<file path="config.mk">
export PLATFORM = sky130hd
export DESIGN_NAME = uart_seg7_display
export DESIGN_NICKNAME = d
export VERILOG_FILES = /design/src/rtl/seg7_pkg.sv /design/src/rtl/uart_rx_core.sv /design/src/rtl/uart_seg7_display.sv
export SDC_FILE = /design/constraint.sdc
export NUM_CORES = 1
export LEC_CHECK = 0
export CAP_MARGIN = 20
export CORE_MARGIN = 10
export CORE_UTILIZATION = 50
export DETAILED_ROUTE_END_ITERATION = 8
export PLACE_DENSITY = 0.79
export SETUP_SLACK_MARGIN = 0.15
export SYNTH_ARGS = -nofsm -noshare
export SYNTH_HDL_FRONTEND = slang
export SYNTH_SLANG_ARGS = --single-unit
</file>
<file path="constraint.sdc">
create_clock -name clk -period 2.7 [get_ports clk]
set_input_delay 0.405 -clock clk [delete_from_list [all_inputs] [get_ports clk]]
set_output_delay 0.405 -clock clk [all_outputs]
set_load 0.01 [all_outputs]
</file>
<file path="src/rtl/seg7_pkg.sv">
// Shared definitions for the UART-driven seven-segment display.
// Provides the active-high hex glyph table, the blank pattern, the
// clear-all command byte, the receiver state encoding and a helper that
// maps an active-high glyph onto the pin polarity of the board.
package seg7_pkg;

  // Active-high glyphs for hex digits 0..F, bit order {g,f,e,d,c,b,a}
  localparam logic [6:0] SEG_GLYPH [16] = '{
    7'h3F, 7'h06, 7'h5B, 7'h4F, 7'h66, 7'h6D, 7'h7D, 7'h07,
    7'h7F, 7'h6F, 7'h77, 7'h7C, 7'h39, 7'h5E, 7'h79, 7'h71
  };

  localparam logic [6:0] SEG_BLANK = 7'h00;
  localparam logic [7:0] CMD_CLEAR = 8'hF0;

  typedef enum logic [2:0] {
    IDLE   = 3'd0,
    START  = 3'd1,
    DATA   = 3'd2,
    PARITY = 3'd3,
    STOP   = 3'd4
  } rx_state_e;

  // Convert an active-high segment pattern into the pin polarity
  function automatic logic [6:0] seg_pin(input logic [6:0] seg, input logic active_low);
    return active_low ? ~seg : seg;
  endfunction

endpackage

</file>
<file path="src/rtl/uart_rx_core.sv">
// 8N1 / 8E1 UART receiver.
// Ports:
//   clk, resetn      - system clock, async active-low reset
//   uart_rx          - raw serial line (idle high, asynchronous)
//   rx_data[7:0]     - last received byte, valid while rx_valid is high
//   rx_valid         - one-cycle pulse for an accepted byte
//   frame_err        - one-cycle pulse when the stop bit is low
//   parity_err       - one-cycle pulse on even-parity mismatch
module uart_rx_core
  import seg7_pkg::*;
#(
  parameter int unsigned CLK_FREQ  = 50,
  parameter int unsigned BIT_RATE  = 115200,
  parameter int unsigned PARITY_EN = 0
) (
  input  logic       clk,
  input  logic       resetn,
  input  logic       uart_rx,
  output logic [7:0] rx_data,
  output logic       rx_valid,
  output logic       frame_err,
  output logic       parity_err
);

  localparam int unsigned BIT_PERIOD  = (CLK_FREQ * 1000000 + BIT_RATE / 2) / BIT_RATE;
  localparam int unsigned HALF_PERIOD = BIT_PERIOD / 2;
  localparam int unsigned CNT_W       = $clog2(BIT_PERIOD);

  // Synchroniser and previous-sample flops reset to 0 so that a frame can
  // only start after the line has actually been seen high.
  logic            meta_q, sync_q, prev_q;
  rx_state_e       state_q, state_d;
  logic [CNT_W-1:0] cnt_q, cnt_d;
  logic [2:0]      bit_q, bit_d;
  logic [7:0]      shift_q, shift_d;
  logic            par_bad_q, par_bad_d;
  logic            valid_q, valid_d, ferr_q, ferr_d, perr_q, perr_d;
  logic            tick_s, half_s;

  assign tick_s = (cnt_q == CNT_W'(BIT_PERIOD - 1));
  assign half_s = (cnt_q == CNT_W'(HALF_PERIOD - 1));

  // Line synchroniser and receiver state registers
  always_ff @(posedge clk or negedge resetn) begin
    if (!resetn) begin
      meta_q    <= 1'b0;
      sync_q    <= 1'b0;
      prev_q    <= 1'b0;
      state_q   <= IDLE;
      cnt_q     <= '0;
      bit_q     <= 3'd0;
      shift_q   <= 8'h00;
      par_bad_q <= 1'b0;
      valid_q   <= 1'b0;
      ferr_q    <= 1'b0;
      perr_q    <= 1'b0;
    end else begin
      meta_q    <= uart_rx;
      sync_q    <= meta_q;
      prev_q    <= sync_q;
      state_q   <= state_d;
      cnt_q     <= cnt_d;
      bit_q     <= bit_d;
      shift_q   <= shift_d;
      par_bad_q <= par_bad_d;
      valid_q   <= valid_d;
      ferr_q    <= ferr_d;
      perr_q    <= perr_d;
    end
  end

  // Next-state and result logic of the receiver
  always_comb begin
    state_d   = state_q;
    cnt_d     = cnt_q;
    bit_d     = bit_q;
    shift_d   = shift_q;
    par_bad_d = par_bad_q;
    valid_d   = 1'b0;
    ferr_d    = 1'b0;
    perr_d    = 1'b0;
    case (state_q)
      IDLE: begin
        cnt_d = '0;
        bit_d = 3'd0;
        // Falling edge only: after a low stop bit the line must rise first
        if (prev_q && !sync_q) begin
          state_d   = START;
          par_bad_d = 1'b0;
        end else begin
          state_d = IDLE;
        end
      end
      START: begin
        if (half_s) begin
          cnt_d = '0;
          if (!sync_q) begin
            state_d = DATA;
          end else begin
            state_d = IDLE;
          end
        end else begin
          cnt_d = cnt_q + CNT_W'(1);
        end
      end
      DATA: begin
        if (tick_s) begin
          cnt_d   = '0;
          shift_d = {sync_q, shift_q[7:1]};
          bit_d   = bit_q + 3'd1;
          if (bit_q == 3'd7) begin
            state_d = (PARITY_EN != 0) ? PARITY : STOP;
          end else begin
            state_d = DATA;
          end
        end else begin
          cnt_d = cnt_q + CNT_W'(1);
        end
      end
      PARITY: begin
        if (tick_s) begin
          cnt_d     = '0;
          par_bad_d = (sync_q != ^shift_q);
          state_d   = STOP;
        end else begin
          cnt_d = cnt_q + CNT_W'(1);
        end
      end
      STOP: begin
        if (tick_s) begin
          cnt_d   = '0;
          state_d = IDLE;
          if (!sync_q) begin
            ferr_d = 1'b1;
          end else if (par_bad_q) begin
            perr_d = 1'b1;
          end else begin
            valid_d = 1'b1;
          end
        end else begin
          cnt_d = cnt_q + CNT_W'(1);
        end
      end
      default: begin
        state_d = IDLE;
        cnt_d   = '0;
        bit_d   = 3'd0;
      end
    endcase
  end

  assign rx_data    = shift_q;
  assign rx_valid   = valid_q;
  assign frame_err  = ferr_q;
  assign parity_err = perr_q;

endmodule

</file>
<file path="src/rtl/uart_seg7_display.sv">
// UART command receiver driving DIGITS_NUM seven-segment digits.
// Each accepted byte {idx,val} writes hex glyph val to digit idx; byte
// 8'hF0 blanks every digit and clears every valid flag.
// Ports:
//   clk, resetn      - system clock, async active-low reset
//   uart_rx          - serial line from the board pin
//   leds_data[n]     - segments {g,f,e,d,c,b,a} in pin polarity
//   led_data_valid   - per-digit written-since-clear flag
//   frame_err        - one-cycle pulse, stop bit sampled low
//   parity_err       - one-cycle pulse, parity mismatch
module uart_seg7_display
  import seg7_pkg::*;
#(
  parameter int unsigned CLK_FREQ       = 50,
  parameter int unsigned BIT_RATE       = 115200,
  parameter int unsigned DIGITS_NUM     = 4,
  parameter int unsigned PARITY_EN      = 0,
  parameter int unsigned SEG_ACTIVE_LOW = 1
) (
  input  logic                  clk,
  input  logic                  resetn,
  input  logic                  uart_rx,
  output logic [6:0]            leds_data [DIGITS_NUM],
  output logic [DIGITS_NUM-1:0] led_data_valid,
  output logic                  frame_err,
  output logic                  parity_err
);

  localparam logic ACT_LOW = (SEG_ACTIVE_LOW != 0);

  logic [7:0]            rx_data_s;
  logic                  rx_valid_s;
  logic [6:0]            leds_q [DIGITS_NUM];
  logic [6:0]            leds_d [DIGITS_NUM];
  logic [DIGITS_NUM-1:0] valid_q, valid_d;

  uart_rx_core #(
    .CLK_FREQ  (CLK_FREQ),
    .BIT_RATE  (BIT_RATE),
    .PARITY_EN (PARITY_EN)
  ) u_rx (
    .clk        (clk),
    .resetn     (resetn),
    .uart_rx    (uart_rx),
    .rx_data    (rx_data_s),
    .rx_valid   (rx_valid_s),
    .frame_err  (frame_err),
    .parity_err (parity_err)
  );

  // Command decode; digit registers hold pin-polarity patterns
  always_comb begin
    leds_d  = leds_q;
    valid_d = valid_q;
    for (int i = 0; i < DIGITS_NUM; i++) begin
      if (rx_valid_s && (rx_data_s == CMD_CLEAR)) begin
        leds_d[i]  = seg_pin(SEG_BLANK, ACT_LOW);
        valid_d[i] = 1'b0;
      end else if (rx_valid_s && (rx_data_s[7:4] == 4'(i))) begin
        leds_d[i]  = seg_pin(SEG_GLYPH[rx_data_s[3:0]], ACT_LOW);
        valid_d[i] = 1'b1;
      end else begin
        leds_d[i]  = leds_q[i];
        valid_d[i] = valid_q[i];
      end
    end
  end

  // Digit and valid-flag registers
  always_ff @(posedge clk or negedge resetn) begin
    if (!resetn) begin
      for (int i = 0; i < DIGITS_NUM; i++) begin
        leds_q[i] <= seg_pin(SEG_BLANK, ACT_LOW);
      end
      valid_q <= '0;
    end else begin
      for (int i = 0; i < DIGITS_NUM; i++) begin
        leds_q[i] <= leds_d[i];
      end
      valid_q <= valid_d;
    end
  end

  assign leds_data      = leds_q;
  assign led_data_valid = valid_q;

endmodule
</file>
==> flow_summary_export.csv, run 1 <==
group,metric,value,unit
status,status,"finished clean",
timing,finalHoldViolCount,0,
global_routing,antenna_found_initial,0,
clock_tree,post_cts_buffers,0,
pwr,power_leakage,1.54,nW
floorplanning,core,0.00585,mm²
yosys,synth-seq-cells,62,
worst_setup_path,ff2ff_path_depth,6,
clock_tree,clk_latency,0.34,ns
drt,drc,0,
yosys,syn-num-nets,309,
yosys,synthMostInstantiatedCell,"o21ai_0",
clock_tree,cts.path.max_buffers,2,
yosys,synth_ff_type,"dfrtp_1",
clock_tree,ctsHoldBuffers,0,
yosys,synth_edf_count,0,
drt,wire_per_inst,15.8,µm
floorplanning,die_w,97.2,µm
floorplanning,die_h,97.2,µm
final_layout,nets,345,
worst_setup_path,crit_arrival,2.63,ns
timing,tightest_slew,0.680,ns
yosys,syn_area_per_cell,10.3,µm²
yosys,seq_area_frac_synth,0.533,
global_routing,grt_usage,0.137,
floorplanning,rows,28,
floorplanning,die_area,0.00944,mm²
yosys,yosysUniqueCellTypes,33,
yosys,syn_inst,288,
clock_tree,cts_root_buf,"clkbuf_8",
timing,clock_skew,0.00542,ns
global_routing,grt_pass1_vias,2204,
final_layout,drive_gt1_frac,0.158,
worst_setup_path,worstPathRequired,2.94,ns
worst_setup_path,crit_path_start_kind,"flop",
pwr,peakVddDrop,0.000568,V
job,maxCapViolations,0,
yosys,synthTopCellsByCount,"58 x o21ai_0, 34 x dfrtp_1, 28 x dfstp_2, 26 x nor2_1, 18 x ha_1",
yosys,netlist_area,0.00298,mm²
drt,dr_total_vias,2230,
final_layout,final_util,0.619,
yosys,synth_top_area_frac,0.286,
timing,fmax,419,MHz
clock_tree,cts_resized,0,
clock_tree,numClockSinks,62,
hold_path,hold_class,"primary input to asynchronous set/reset pin",
timing,period_share,0.884,
yosys,synth_top_area_cell,"dfrtp_1",
floorplanning,ios,37,
global_routing,grt_max_degree,34,
timing,drv_slew,0,
worst_setup_path,crit_fanout,20,
place,dp.final_hpwl,4510,µm
drt,postRouteAntennaNets,0,
clock_tree,h-tree-depth,3,
final_layout,syn2layout_area_growth,21.7,%
yosys,ys_warn_count,0,
yosys,synth_area_leaders,"dfrtp_1 29%, dfstp_2 25%, o21ai_0 9.7%, ha_1 7.6%, nor2_1 3.3%",
drt,wirelength,6390,µm
timing,finalCriticalPeriod,2.39,ns
worst_setup_path,critPathKind,"flop to flop",
clock_tree,numCtsBuffers,9,
timing,rsz0062_at_grt,"true",
place,portBuffers,36,
drt,viasPerCell,5.52,
clock_tree,clk_pin_slew_worst_paths,0.07,ns
yosys,synth-async-reset-ratio,1.00,
global_routing,grt_overflow,0,
global_routing,grt_pass1_wl,10800,µm
worst_setup_path,critPathCaptureType,"flop",
floorplanning,start_util,0.509,
clock_tree,cts_tree,"built",
final_layout,antenna_cells,0,
timing,slew_headroom,0.547,
pwr,pwr_density_cell,564,mW/mm²
place,globalplace.congestion,0.843,
drt,drt-initial-drc-count,279,
drt,first_pass_iters,4,
timing,tns,0,ns
timing,finalSetupViolCount,0,
[through the flow]
| stage | cells | total power (W) | setup slack (ns) | cell area, µm² | hold WS (ns) |
|---|---|---|---|---|---|
| global route | 404 | 0.00214 | 0.132 | 3620 | 0.129 |
| CTS | 404 | 0.00206 | 0.329 | 3620 | 0.110 |
| floorplan | 288 | 0.00113 | 0.726 | 2980 | 0.109 |
| detailed placement | 388 | 0.00119 | 0.329 | 3400 | 0.335 |
| finish | 404 | 0.00205 | 0.313 | 3620 | 0.100 |
| global placement | 388 | 0.00118 | 0.424 | 3400 | 0.334 |
[final timing paths]
kind,startpoint,to,slack (ns)
setup reg to reg,u_rx.rx_data[2],leds_data[18],0.31
max in group asynchronous,resetn,leds_data[11],1.93
setup / recovery,u_rx.rx_data[2],leds_data[18],0.31
min in group clk,u_rx.meta_q,u_rx.sync_q,0.35
hold reg to reg,u_rx.meta_q,u_rx.sync_q,0.35
hold / removal,resetn,led_data_valid[2],0.10
[layout by cell type, fill, tap and decap left out, types with 4 or more instances in the layout]
cell type,Yosys,routed
nor2_1,26,26
nand3_1,12,12
mux2i_1,9,9
o211ai_1,4,4
ha_1,18,18
xnor2_1,8,8
and3_1,9,9
nand2_1,10,10
clkbuf_8,0,13
dfstp_2,28,28
dfrtp_1,34,34
a211oi_1,6,6
clkdlybuf4s50_1,0,35
nor2b_1,6,6
inv_1,14,14
o21ai_0,58,58
nor3_1,4,4
[registers in the layout (all words and copies together) (netlist names)]
| name | flops |
|---|---|
| u_rx.state_q | 3 |
| u_rx.sync_q | 1 |
| u_rx.rx_data | 8 |
| u_rx.par_bad_q | 1 |
| led_data_valid | 4 |
| u_rx.prev_q | 1 |
| u_rx.parity_err | 1 |
| u_rx.meta_q | 1 |
| u_rx.frame_err | 1 |
| u_rx.bit_q | 3 |
| leds_data | 28 |
| u_rx.rx_valid | 1 |
| u_rx.cnt_q | 9 |
[cell families (layout without fill, tap and decap cells)]
group	after synthesis	after routing	share of synthesized area
simple gates	80	80	0.135
fa+ha+maj	18	18	0.0756
mux	10	10	0.0353
buf+inv	29	70	0.0416
xor+xnor	11	11	0.0324
flops	62	62	0.533
compound gates	78	78	0.147
[where the power goes]
group          switching (W)  internal, W  total, W  leakage (nW)
combinational      0.0000788    0.0000704  0.000149         0.677
clock               0.000346     0.000524  0.000870         0.115
sequential         0.0000543     0.000972   0.00103         0.746
[per-layer routing]
layer / vias up / routed length, µm / GRT usage
li1: 1075 / - / -
met4: 0 / 112 / 0.0590
met3: 11 / 381 / 0.0512
met5: - / 0 / 0
met2: 61 / 3010 / 0.215
met1: 1083 / 2880 / 0.163
[worst max-delay path: stages (launching register included)]
cell	delay (ns)
dfrtp_1	0.57
inv_1	0.19
ha_1	0.23
and3_1	0.18
and3_1	0.39
a311oi_1	0.55
o21ai_0	0.19
[layout make-up]
class / instances / area (µm²)
clock buffers: 13 / 179
clock inverters: 3 / 40.0
fillers: 453 / 2230
inverters: 14 / 52.6
multi-input cells: 197 / 1270
flip-flops and latches: 62 / 1590
well taps: 75 / 93.8
repair buffers: 40 / 398
(Power assumes the default switching activity.)
==> run 2: changes to the inputs <==
--- a/config.mk
+++ b/config.mk
@@ -11,6 +11,7 @@
 export DETAILED_ROUTE_END_ITERATION = 8
 export PLACE_DENSITY = 0.79
 export SETUP_SLACK_MARGIN = 0.15
+export SLEW_MARGIN = 10
 export SYNTH_ARGS = -nofsm -noshare
 export SYNTH_HDL_FRONTEND = slang
 export SYNTH_SLANG_ARGS = --single-unit
==> results of run 2 <==
Same layout as run 1: the final DEF is identical, and so are final timing and power.
==> run 3: changes to the inputs <==
--- a/config.mk
+++ b/config.mk
@@ -6,7 +6,8 @@
 export NUM_CORES = 1
 export LEC_CHECK = 0
 export CAP_MARGIN = 20
-export CORE_MARGIN = 10
+export CORE_ASPECT_RATIO = 0.6
+export CORE_MARGIN = 2
 export CORE_UTILIZATION = 50
 export DETAILED_ROUTE_END_ITERATION = 8
 export PLACE_DENSITY = 0.79
==> run 3 against run 2 <==
The run now ends with negative hold slack left. Flip-flop and latch count is the same. Register-to-register slack worse by 0.06 ns. Global-route usage grew 7.6 points. Maximum frequency shrank 2.6%. Critical path depth is the same. Total power up 6.4%. Largest cell class unchanged. Highest routed layer unchanged. Clock-buffer cell count decreased by 2. Non-clock buffer count did not move. Cell count rose by 1.2%.
==> flow_summary_export.csv, run 3 (synthesis results as in run 1) <==
group,metric,value,unit
status,status,"finished, violations left",
status,violations,"negative hold slack",
clock_tree,numClockSinks,62,
place,pre_cts_slack,0.246,ns
final_layout,final_cell_mix,"58 x o21ai_0, 35 x clkdlybuf4s50_1, 34 x dfrtp_1, 28 x dfstp_2, 26 x nor2_1",
global_routing,grt_overflow,0,
timing,tns,0,ns
pwr,p_switching,0.000494,W
floorplanning,ios,37,
timing,hold_ws,-0.00402,ns
pwr,power.share.switching,0.227,
floorplanning,rows,21,
timing,clock_skew,0.00589,ns
clock_tree,clk_latency,0.34,ns
clock_tree,numCtsBuffers,9,
clock_tree,post_cts_buffers,0,
clock_tree,h-tree-depth,3,
worst_setup_path,ff2ff_path_depth,6,
global_routing,grt_pass1_wl,10900,µm
place,dp.final_hpwl,4490,µm
clock_tree,cts_tree,"built",
clock_tree,clk_pin_slew_worst_paths,0.07,ns
worst_setup_path,critPathCaptureType,"flop",
timing,finalCriticalPeriod,2.45,ns
drt,wirelength,6330,µm
final_layout,final_common_cell,"o21ai_0",
drt,first_pass_iters,5,
drt,viasPerCell,5.60,
final_layout,largest_reg_flops,28,
worst_setup_path,crit_arrival,2.70,ns
job,maxCapViolations,0,
pwr,clock_power_share,0.459,
timing,fmax,408,MHz
global_routing,grt_usage,0.213,
global_routing,grtUsageMet3,0.0745,
floorplanning,start_util,0.527,
timing,period_share,0.908,
floorplanning,core,0.00565,mm²
timing,setup_slack,0.249,ns
pwr,p_seq_frac,0.471,
final_layout,syn2layout_area_growth,22.9,%
floorplanning,die_area,0.00661,mm²
pwr,power_leakage,1.54,nW
pwr,pwr-share-comb,0.069,
timing,rsz0062_at_grt,"true",
floorplanning,die_w,104,µm
drt,postRouteAntennaNets,0,
final_layout,antenna_cells,0,
global_routing,grt.busiest_layer,"met1",
global_routing,antenna_found_initial,0,
timing,drv_slew,0,
drt,drc,0,
timing,tightest_slew,0.616,ns
drt,drt-initial-drc-count,191,
drt,wire_per_inst,15.5,µm
timing,slew_headroom,0.585,
worst_setup_path,crit_fanout,18,
clock_tree,cts.path.max_buffers,2,
global_routing,globalRouteMet2Util,0.295,
global_routing,grt_pass1_vias,2210,
global_routing,grt_max_degree,45,
place,portBuffers,36,
clock_tree,cts_resized,0,
pwr,pwr_density_cell,595,mW/mm²
drt,dr_total_vias,2289,
worst_setup_path,setup.reg_to_reg.worst_slack,0.25,ns
pwr,intPower,0.00168,W
place,globalplace.congestion,0.878,
clock_tree,ctsHoldBuffers,0,
worst_setup_path,critPathKind,"flop to flop",
pwr,peakVddDrop,0.000280,V
timing,finalHoldViolCount,4,
worst_setup_path,worstPathRequired,2.94,ns
global_routing,globalRouteMet1Util,0.307,
floorplanning,die_h,63.8,µm
final_layout,drive_gt1_frac,0.155,
hold_path,hold_class,"primary input to asynchronous set/reset pin",
worst_setup_path,crit_path_start_kind,"flop",
pwr,power.total,0.00218,W
timing,finalSetupViolCount,0,
clock_tree,cts_root_buf,"clkbuf_8",
final_layout,nets,345,
run 3: cell count changes in the layout (fill, tap and decap cells not counted), sizes merged:
cell and delta:
clkinv -1, clkbuf -2, bufinv +2, clkinvlp +1
run 3: area by class of cell:
type                       count  area [µm²]
clock buffer                  11         141
clock inverter                 5         106
fill                         426        1990
inverter                      14        52.6
multi-input combinational    197        1270
sequential                    62        1590
tap                           80         100
timing repair buffer          40         398
run 3: worst max-delay path, stage by stage, from the launching register on:
cell	delay, ns
dfrtp_1	0.56
inv_1	0.19
ha_1	0.24
and3_1	0.19
and3_1	0.36
a311oi_1	0.62
o21ai_0	0.20
run 3: through the flow:
| step | cells | hold slack (ns) | area [µm²] | util |
|---|---|---|---|---|
| after detailed placement | 393 | 0.342 | 3400 | 0.603 |
| after global placement | 393 | 0.337 | 3400 | 0.603 |
| final | 409 | -0.00402 | 3660 | 0.648 |
| after floorplan | 288 | 0.109 | 2980 | - |
| after global routing | 409 | 0.0113 | 3660 | 0.648 |
| after CTS | 409 | 0.00312 | 3650 | 0.647 |
run 3: path summary, 6_finish.rpt:
path	start	to
worst min-delay path	resetn	u_rx.meta_q
worst min register to register	u_rx.meta_q	u_rx.sync_q
worst max-delay path	u_rx.rx_data[2]	leds_data[8]
min in group clk	u_rx.meta_q	u_rx.sync_q
worst max register to register	u_rx.rx_data[2]	leds_data[8]
max in group asynchronous	resetn	leds_data[21]
run 3: layer usage:
| metal | routed length, µm | vias up | share of wire |
|---|---|---|---|
| met5 | 0 | - | 0 |
| met4 | 82 | 0 | 0.013 |
| met3 | 424 | 11 | 0.067 |
| met2 | 2660 | 78 | 0.42 |
| met1 | 3170 | 1121 | 0.50 |
| li1 | - | 1079 | - |
run 3: power groups by stage:
stage | Sequential [W] | Clock, W | Combinational, W
floorplan | 0.00102 | 0 | 0.000106
CTS | 0.00102 | 0.00101 | 0.000154
finish | 0.00103 | 0.00100 | 0.000151
global placement | 0.00104 | 0 | 0.000149
global route | 0.00104 | 0.00107 | 0.000177
detailed placement | 0.00104 | 0 | 0.000152
